===== src/rtl/i2c_pkg.sv =====
// Shared types and constants for the I2C register-bank target.
package i2c_pkg;

    localparam int BYTE_W = 8;

    localparam logic I2C_RW_WRITE = 1'b0;
    localparam logic I2C_RW_READ  = 1'b1;
    localparam logic I2C_ACK      = 1'b0;
    localparam logic I2C_NACK     = 1'b1;

    typedef enum logic [3:0] {
        IDLE      = 4'd0,
        ADDR      = 4'd1,
        ADDR_ACK  = 4'd2,
        PTR       = 4'd3,
        PTR_ACK   = 4'd4,
        WDATA     = 4'd5,
        WDATA_ACK = 4'd6,
        RDATA     = 4'd7,
        RDATA_ACK = 4'd8,
        IGNORE    = 4'd9
    } i2c_state_e;

    // Address byte carries the 7-bit target address in bits [7:1], R/W in bit 0.
    function automatic logic addr_match(input logic [BYTE_W-1:0] addr_byte,
                                        input logic [6:0]        dev_addr);
        return addr_byte[BYTE_W-1:1] == dev_addr;
    endfunction

endpackage


===== src/rtl/i2c_sync_edge.sv =====
// Synchronises the raw SCL/SDA pin samples and derives the bus events the
// target FSM runs on: SCL edges, START and STOP, all as 1-clk pulses.
module i2c_sync_edge #(
    parameter int SYNC_STAGES = 2
) (
    input  logic clk,
    input  logic rst,
    input  logic scl_i,
    input  logic sda_i,
    output logic scl_rise,
    output logic scl_fall,
    output logic start_det,
    output logic stop_det,
    output logic sda_s
);

    logic [SYNC_STAGES-1:0] scl_sync;
    logic [SYNC_STAGES-1:0] sda_sync;
    logic                   scl_d;
    logic                   sda_d;
    logic                   scl_s;

    // Synchroniser chains plus one history flop; reset to the idle (released) bus level
    // so that leaving reset never looks like an edge.
    always_ff @(posedge clk or negedge rst) begin
        if (!rst) begin
            scl_sync <= '1;
            sda_sync <= '1;
            scl_d    <= 1'b1;
            sda_d    <= 1'b1;
        end else begin
            scl_sync <= {scl_sync[SYNC_STAGES-2:0], scl_i};
            sda_sync <= {sda_sync[SYNC_STAGES-2:0], sda_i};
            scl_d    <= scl_sync[SYNC_STAGES-1];
            sda_d    <= sda_sync[SYNC_STAGES-1];
        end
    end

    assign scl_s = scl_sync[SYNC_STAGES-1];
    assign sda_s = sda_sync[SYNC_STAGES-1];

    // START/STOP need SCL high on both sides of the SDA transition.
    assign scl_rise  =  scl_s & ~scl_d;
    assign scl_fall  = ~scl_s &  scl_d;
    assign start_det =  scl_s &  scl_d &  sda_d & ~sda_s;
    assign stop_det  =  scl_s &  scl_d & ~sda_d &  sda_s;

endmodule


===== src/rtl/i2c_peripheral_regfile.sv =====
// I2C target with a configurable 7-bit address and a NUM_REGS x 8 register bank.
// The master writes a register pointer, then streams data bytes (auto-increment,
// wrapping at NUM_REGS-1); reads after a repeated START stream from the same pointer.
// A local port gives the fabric direct read/write access to the bank.
//
// state     | meaning
// ----------+--------------------------------------------------------------
// IDLE      | bus free, waiting for START
// ADDR      | shifting in the address byte
// ADDR_ACK  | driving ACK for our address; next SCL fall picks PTR or RDATA
// PTR       | shifting in the register pointer byte
// PTR_ACK   | driving ACK for an in-range pointer
// WDATA     | shifting in a data byte for regs[pointer]
// WDATA_ACK | driving ACK for a committed data byte
// RDATA     | shifting out the latched byte, MSB first
// RDATA_ACK | SDA released, sampling the master's ACK/NACK
// IGNORE    | not addressed or NACKed; hands off SDA until START/STOP
module i2c_peripheral_regfile
    import i2c_pkg::*;
#(
    parameter logic [6:0] DEV_ADDR    = 7'h42,
    parameter int         NUM_REGS    = 16,
    parameter int         PTR_W       = $clog2(NUM_REGS),
    parameter int         SYNC_STAGES = 2
) (
    input  logic              clk,
    input  logic              rst,
    input  logic              scl_i,
    input  logic              sda_i,
    output logic              sda_oe,
    output logic              busy,
    output logic              wr_strobe,
    output logic [PTR_W-1:0]  wr_addr,
    output logic [BYTE_W-1:0] wr_data,
    input  logic              loc_we,
    input  logic [PTR_W-1:0]  loc_addr,
    input  logic [BYTE_W-1:0] loc_wdata,
    output logic [BYTE_W-1:0] loc_rdata
);

    localparam logic [3:0]       BIT_CNT_LOAD = 4'(BYTE_W);
    localparam logic [8:0]       NUM_REGS_BYTE = 9'(NUM_REGS);
    localparam logic [PTR_W:0]   NUM_REGS_PTR = (PTR_W + 1)'(NUM_REGS);
    localparam logic [PTR_W-1:0] PTR_LAST = PTR_W'(NUM_REGS - 1);

    logic              scl_rise;
    logic              scl_fall;
    logic              start_det;
    logic              stop_det;
    logic              sda_s;

    i2c_state_e        state;
    logic [3:0]        bit_cnt;
    logic [BYTE_W-1:0] rx_sh;
    logic [BYTE_W-1:0] tx_sh;
    logic [PTR_W-1:0]  ptr;
    logic [PTR_W-1:0]  ptr_next;
    logic              rw;
    logic              shift_in;
    logic              byte_in;
    logic              ptr_ok;

    logic [BYTE_W-1:0] regs [NUM_REGS];
    logic [BYTE_W-1:0] ptr_rdata;

    i2c_sync_edge #(
        .SYNC_STAGES (SYNC_STAGES)
    ) u_sync_edge (
        .clk       (clk),
        .rst       (rst),
        .scl_i     (scl_i),
        .sda_i     (sda_i),
        .scl_rise  (scl_rise),
        .scl_fall  (scl_fall),
        .start_det (start_det),
        .stop_det  (stop_det),
        .sda_s     (sda_s)
    );

    // bit_cnt is a down-counter of bits still to arrive; a byte is complete on the
    // SCL fall that follows the rise which took it to zero, which is also where ACK goes out.
    assign shift_in = scl_rise && (bit_cnt != 4'd0);
    assign byte_in  = scl_fall && (bit_cnt == 4'd0);
    assign ptr_ok   = {1'b0, rx_sh} < NUM_REGS_BYTE;
    assign ptr_next = (ptr == PTR_LAST) ? '0 : ptr + 1'b1;

    assign ptr_rdata = regs[ptr];
    assign loc_rdata = ({1'b0, loc_addr} < NUM_REGS_PTR) ? regs[loc_addr] : '0;

    // Protocol FSM: START/STOP override everything, otherwise act on synced SCL edges.
    always_ff @(posedge clk or negedge rst) begin
        if (!rst) begin
            state     <= IDLE;
            bit_cnt   <= BIT_CNT_LOAD;
            rx_sh     <= '0;
            tx_sh     <= '0;
            ptr       <= '0;
            rw        <= I2C_RW_WRITE;
            sda_oe    <= 1'b0;
            busy      <= 1'b0;
            wr_strobe <= 1'b0;
            wr_addr   <= '0;
            wr_data   <= '0;
        end else begin
            wr_strobe <= 1'b0;
            if (stop_det) begin
                state  <= IDLE;
                sda_oe <= 1'b0;
                busy   <= 1'b0;
            end else if (start_det) begin
                state   <= ADDR;
                bit_cnt <= BIT_CNT_LOAD;
                sda_oe  <= 1'b0;
                busy    <= 1'b0;
            end else begin
                case (state)
                    IDLE: begin
                        sda_oe <= 1'b0;
                    end

                    ADDR: begin
                        if (shift_in) begin
                            rx_sh   <= {rx_sh[BYTE_W-2:0], sda_s};
                            bit_cnt <= bit_cnt - 1'b1;
                        end else if (byte_in) begin
                            bit_cnt <= BIT_CNT_LOAD;
                            if (addr_match(rx_sh, DEV_ADDR)) begin
                                sda_oe <= 1'b1;
                                busy   <= 1'b1;
                                rw     <= rx_sh[0];
                                state  <= ADDR_ACK;
                            end else begin
                                state  <= IGNORE;
                            end
                        end
                    end

                    ADDR_ACK: begin
                        if (scl_fall) begin
                            case (rw)
                                I2C_RW_READ: begin
                                    tx_sh   <= ptr_rdata;
                                    sda_oe  <= ~ptr_rdata[BYTE_W-1];
                                    bit_cnt <= BIT_CNT_LOAD - 1'b1;
                                    state   <= RDATA;
                                end
                                I2C_RW_WRITE: begin
                                    sda_oe  <= 1'b0;
                                    bit_cnt <= BIT_CNT_LOAD;
                                    state   <= PTR;
                                end
                            endcase
                        end
                    end

                    PTR: begin
                        if (shift_in) begin
                            rx_sh   <= {rx_sh[BYTE_W-2:0], sda_s};
                            bit_cnt <= bit_cnt - 1'b1;
                        end else if (byte_in) begin
                            bit_cnt <= BIT_CNT_LOAD;
                            if (ptr_ok) begin
                                ptr    <= rx_sh[PTR_W-1:0];
                                sda_oe <= 1'b1;
                                state  <= PTR_ACK;
                            end else begin
                                // Leaving SDA released during the 9th clock is the NACK.
                                state  <= IGNORE;
                            end
                        end
                    end

                    PTR_ACK: begin
                        if (scl_fall) begin
                            sda_oe  <= 1'b0;
                            bit_cnt <= BIT_CNT_LOAD;
                            state   <= WDATA;
                        end
                    end

                    WDATA: begin
                        if (shift_in) begin
                            rx_sh   <= {rx_sh[BYTE_W-2:0], sda_s};
                            bit_cnt <= bit_cnt - 1'b1;
                        end else if (byte_in) begin
                            bit_cnt   <= BIT_CNT_LOAD;
                            wr_strobe <= 1'b1;
                            wr_addr   <= ptr;
                            wr_data   <= rx_sh;
                            ptr       <= ptr_next;
                            sda_oe    <= 1'b1;
                            state     <= WDATA_ACK;
                        end
                    end

                    WDATA_ACK: begin
                        if (scl_fall) begin
                            sda_oe  <= 1'b0;
                            bit_cnt <= BIT_CNT_LOAD;
                            state   <= WDATA;
                        end
                    end

                    RDATA: begin
                        if (scl_fall) begin
                            if (bit_cnt != 4'd0) begin
                                tx_sh   <= {tx_sh[BYTE_W-2:0], 1'b0};
                                sda_oe  <= ~tx_sh[BYTE_W-2];
                                bit_cnt <= bit_cnt - 1'b1;
                            end else begin
                                sda_oe  <= 1'b0;
                                state   <= RDATA_ACK;
                            end
                        end
                    end

                    RDATA_ACK: begin
                        // Only reachable SCL fall here follows an ACKed rise, so the
                        // pointer has already moved on to the next byte.
                        if (scl_rise) begin
                            if (sda_s == I2C_ACK) begin
                                ptr   <= ptr_next;
                            end else begin
                                state <= IGNORE;
                            end
                        end else if (scl_fall) begin
                            tx_sh   <= ptr_rdata;
                            sda_oe  <= ~ptr_rdata[BYTE_W-1];
                            bit_cnt <= BIT_CNT_LOAD - 1'b1;
                            state   <= RDATA;
                        end
                    end

                    IGNORE: begin
                        sda_oe <= 1'b0;
                    end

                    default: begin
                        state  <= IDLE;
                        sda_oe <= 1'b0;
                    end
                endcase
            end
        end
    end

    // Register bank: I2C commit (visible as wr_strobe) wins over a same-cycle local
    // write to the same register; writes to different registers both land.
    always_ff @(posedge clk or negedge rst) begin
        if (!rst) begin
            for (int i = 0; i < NUM_REGS; i++) begin
                regs[i] <= '0;
            end
        end else begin
            for (int i = 0; i < NUM_REGS; i++) begin
                if (wr_strobe && (wr_addr == PTR_W'(i))) begin
                    regs[i] <= wr_data;
                end else if (loc_we && (loc_addr == PTR_W'(i))) begin
                    regs[i] <= loc_wdata;
                end
            end
        end
    end

endmodule

===== config.mk =====
export PLATFORM = sky130hd
export DESIGN_NAME = i2c_peripheral_regfile
export DESIGN_NICKNAME = d
export VERILOG_FILES = /design/src/rtl/i2c_pkg.sv /design/src/rtl/i2c_sync_edge.sv /design/src/rtl/i2c_peripheral_regfile.sv
export SDC_FILE = /design/constraint.sdc
export NUM_CORES = 1
export LEC_CHECK = 0
export CAP_MARGIN = 5
export CORE_ASPECT_RATIO = 2
export CORE_MARGIN = 10
export CORE_UTILIZATION = 37
export DETAILED_ROUTE_END_ITERATION = 10
export PLACE_DENSITY_LB_ADDON = 0.05
export SKIP_LAST_GASP = 1
export SYNTH_ARGS = -nofsm -noshare
export SYNTH_HDL_FRONTEND = slang
export SYNTH_SLANG_ARGS = --single-unit
export TNS_END_PERCENT = 100

===== constraint.sdc =====
create_clock -name clk -period 3.1 [get_ports clk]
set_clock_uncertainty 0.2 [all_clocks]
set_input_delay 0.62 -clock clk [delete_from_list [all_inputs] [get_ports clk]]
set_output_delay 0.62 -clock clk [all_outputs]
set_load 0.005 [all_outputs]

# == After elaboration in Yosys (flattened, before gate mapping) ==
# Index checks and enable logic that the tools add are counted.
# word_totals
output_inout_bits,23
latchBits,0
reg_bits,177
rom_bits,0
ramBits,0
mem_count,0
inputBits,17
# op_classes
n_eq_ne,79
n_addsub,2
mux,109
n_div,0
mul,0
order_cmp,3
bitwise,19
reduce_logical,73
shift,0
# op_table
op,count
two-way mux 8 bit,36
two-way mux 4 bit,33
equality test 4 bit (second input constant),19
binary-select mux 8 bit (select 4 bit),2
inequality test 4 bit (second input constant),13
equality test 4 x 3 -> 1 bit (second input constant),12
two-way mux 7 bit,6
logical AND 1 bit,34
one-hot mux 4 bit (8 select lines),1
nonzero test 2 bit,16
inequality test 2 bit (second input constant),13
AND reduction 13 bit,2
equality test 4 x 2 -> 1 bit (second input constant),6
two-way mux 1 bit,24
one-hot mux 7 bit (3 select lines),1
one-hot mux 4 bit (5 select lines),1
inequality test 3 bit (second input constant),6
AND reduction 9 bit,2
zero test 4 bit,4
one-hot mux 4 bit (2 select lines),2
nonzero test 3 bit,5
equality test 4 x 1 -> 1 bit (second input constant),3
one-hot mux 4 bit (3 select lines),1
greater-or-equal comparator 5 bit (second input constant),2
21 further kinds,41

# == Depth between registers and ports, before layout ==
# depth
depth_word,10
depth_mapped,8
depth_no_buf,8

# == By module ==
# Synthesis repeated with hierarchy kept, for this count alone.
# hier_totals
hier_cells,977
area_unflattened_um2,10644.0
# by_module_without_submodules
mod,area_each_um2,cells_per_inst,instances
i2c_peripheral_regfile,10453.8,967,1
i2c_sync_edge,190.2,10,1

# == Least setup slack after synthesis ==
# Ideal clock, no wire load.
# synth_timing
path_kind,input to output
from,in loc_addr[0]
to,out loc_rdata[0]
t_arrival_ns,2.182
stages,4
t_required_ns,2.280
slack_ns,0.098
cell_sequence,buf_2 -> buf_2 -> mux4_2 -> mux4_2
# synth_via
elab_chain_cells,4
# synth_lines
element,line_no,text
from (decl),i2c_peripheral_regfile.sv:36,"input logic [PTR_W-1:0] loc_addr,"
NOT 4 -> 5 bit (not written as such),i2c_peripheral_regfile.sv:88,"assign loc_rdata = ({1'b0, loc_addr} < NUM_REGS_PTR) ? regs[loc_addr] : '0;"
binary-select mux 8 bit (select 4 bit),i2c_peripheral_regfile.sv:88,
two-way mux 8 bit (not written as such) (2 in a row),i2c_peripheral_regfile.sv:88,
to (decl),i2c_peripheral_regfile.sv:38,output logic [BYTE_W-1:0] loc_rdata
# No other way between the ends. The select of a mux whose other input is x is not followed.

# == Final worst setup path ==
# layout_timing
from,in loc_addr[0]
to,out loc_rdata[6]
# Same word-level chain as after synthesis.

==> results.toml <==
[timing]
rsz0062_at_grt = "yes"
fmax_mhz = 325
setup_viol = 0
min_period_over_period = 0.992
layout_setup_ws_ns = 0.0258
fin_setup_tns_ns = 0
period_minus_slack_ns = 3.07
max_slew.worst_pin.slew_ns = 0.865
finalHoldViolations = 0
slew_viol_final = 0
whs_ns = 0.158
slew_headroom = 0.422

[layout]
instances_no_fill = 1404
final_common_cell = "dfrtp_1"
area_growth_pct = 16.2
postLayoutCoreUtil = 0.435
layout-drive-gt1-share = 0.195
final_area_um2 = 12500
fin_nets = 1053
final_cell_mix = "dfrtp_1 (169), mux2i_1 (132), nor2_1 (110)"

[synthesis]
avgSynthCellArea_um2 = 10.9
synth_ff_type = "dfrtp_1"
async_flop_share = 1.00
synth_cell_types = 60
synth_seq_cells = 177
synth-edff-count = 0
syn_inst = 986
seq_area_frac_synth = 0.412
yosys_warnings = 0
synth_nets = 1009
synth_area_um2 = 10800

[global_route]
grt_pass1_vias = 8270
grt_use_total = 0.198
antenna_found_initial = 1
grt_pass1_wl_mm = 54.7
grt_max_degree = 64
globalRoute.totalOverflow = 0

[placement]
portBuffers = 39
place_inst = 1367
hpwlAfterDp_mm = 27.0
gp_congestion = 0.853
place_area_um2 = 11800
dp_slack_ns = -0.249

[pwr]
p_per_area_nw_per_um2 = 659
total_power_mw = 8.24
peakVddDrop_v = 0.000449
pwr-share-clk = 0.285
p_comb_frac = 0.313
seqPwrFrac = 0.402
netSwitchingFraction = 0.329
p_switching_mw = 2.72
p_int_mw = 5.53
leakage_nw = 5.22

[clock_tree]
cts_buffer_depth = 2
clock_sinks = 177
htreeDepth = 4
cts_made_buffers = 17
tritoncts = "done"
ctsRootBufferMaster = "clkbuf_16"
clk_latency_ns = 0.45
cts.clk_slew.worst_paths_ns = 0.08

[setup_path]
max_stage_delay_ns = 0.53
worstSetupPathType = "in -> out"
cp.required_ns = 2.28
reg2reg_slack_ns = 0.40
path_common_cell = "mux4_2"
timing.critical_path.buf_inv = 3
slowest_stage = "mux4_2"
setup.worst_path.end_class = "output pin"
cp_max_fo = 8
crit_path_start_kind = "input pin"
cp_cell_sequence = "buf_8, buf_16, mux4_2, mux4_2, dlygate4sd2_1"
crit_family = "multiplexers"
worst-endpoint-arrival_ns = 2.25

[route]
finalWirelength_mm = 35.9
wl_met2_mm = 20.2
drc_errors = 0
drt-met1-wl_mm = 13.1
wl_met3_um = 955
wire_per_inst_um = 25.6
vias = 8049
drtPass1Iterations = 5
via_per_inst = 5.73
drt-initial-drc-count = 485
ant_nets = 0
dr.max_layer_used = "met4"

[floorplanning]
dieArea_um2 = 36700
core-area_um2 = 28700
die_x_um = 141
fp-row-count = 88
initial_core_util = 0.375
die_h_um = 261
ioPinCount = 40

[status]
status = "finished clean"

[worst_hold_path]
hp-class = "reg -> reg"

[flow_run]
drv_cap = 0
[flip-flops by register name (all words and copies together), names as in the netlist, 2 cells and up]
| name | count |
|---|---|
| ptr | 4 |
| wr_data | 8 |
| u_sync_edge.sda_sync | 2 |
| rx_sh | 8 |
| bit_cnt | 4 |
| wr_addr | 4 |
| state | 4 |
| u_sync_edge.scl_sync | 2 |
| tx_sh | 7 |
| regs | 128 |
[per-layer routing]
metal | GRT usage | up-vias
met4 | 0.105 | 0
met3 | 0.0236 | 61
met5 | 0 | -
met2 | 0.372 | 201
li1 | - | 3722
met1 | 0.210 | 4065
[worst register-to-register path, delay by kind of cell (launching register included)]
family	cells	cell delay (ns)
mux	3	1.41
flops	1	0.50
buf+inv	1	0.35
simple gates	1	0.09
compound gates	1	0.06
[area by class of cell]
class | instances | area [um2]
clock buffer | 21 | 470
tap | 360 | 450
multi-input combinational | 716 | 5910
clock inverter | 11 | 150
antenna | 1 | 2.50
inverter | 10 | 37.5
sequential | 177 | 4440
fill | 2739 | 16200
timing repair buffer | 108 | 1050
[power by group through the flow]
stage	clock network (mW)	registers [mW]	logic, mW
floorplan	0	3.06	2.00
global placement	0	3.36	2.56
detailed placement	0	3.34	2.61
CTS	2.40	3.31	2.60
global route	2.48	3.37	2.81
finish	2.35	3.32	2.58
[synth_stat cells, types with 2 or more instances]
master	n	share of area
mux2_2	7	0.0073
dfstp_2	7	0.017
nand3_1	12	0.0056
o31ai_1	2	0.0014
o311ai_0	2	0.0016
o31ai_2	2	0.0023
ha_1	6	0.0070
nand4_1	2	0.0012
or3_1	7	0.0041
nand2_1	81	0.028
a21oi_1	107	0.050
o22ai_1	6	0.0035
o21ai_0	27	0.013
nand2b_1	11	0.0064
o21ai_1	29	0.013
a211oi_1	3	0.0021
nor4_1	3	0.0017
mux2i_1	132	0.12
inv_1	9	0.0031
and2_1	3	0.0017
mux4_2	71	0.15
a31oi_1	6	0.0035
buf_2	15	0.0070
a22oi_1	2	0.0014
nor3b_1	5	0.0035
mux4_1	9	0.022
nor2_1	110	0.038
nor2_2	6	0.0035
nor2b_1	10	0.0058
dfrtp_1	170	0.40
o41ai_1	2	0.0016
buf_12	2	0.0037
buf_6	3	0.0031
clkbuf_1	58	0.020
nand3b_1	3	0.0021
mux2_1	23	0.024
buf_4	3	0.0021
nor3_1	8	0.0037
[cells by family after synthesis]
kind of cell | share of synthesized area
simple gates | 0.111
fa+ha+maj | 0.00697
buf+inv | 0.0404
flops | 0.412
compound gates | 0.104
xor+xnor | 0.000814
mux | 0.325
[final timing paths]
check	startpoint	endpoint	cells after the start
setup / recovery	loc_addr[0]	loc_rdata[6]	5
hold reg to reg	u_sync_edge.sda_sync[0]	u_sync_edge.sda_sync[1]	0
max in group asynchronous	rst	ptr[0]	3
min in group asynchronous	rst	regs[84]	2
setup reg to reg	ptr[0]	tx_sh[1]	6
hold / removal	u_sync_edge.sda_sync[0]	u_sync_edge.sda_sync[1]	0
[timing repair]
action / CTS / global route
setup endpoints to repair: 8 / 4
cloned: 2 / 1
buffers inserted: 0 / 0
gates resized for setup: 12 / 3
hold buffers: 1 / 0
endpoints found under the hold margin: 35 / 0
Note: power is estimated with default switching activity, not from simulation.
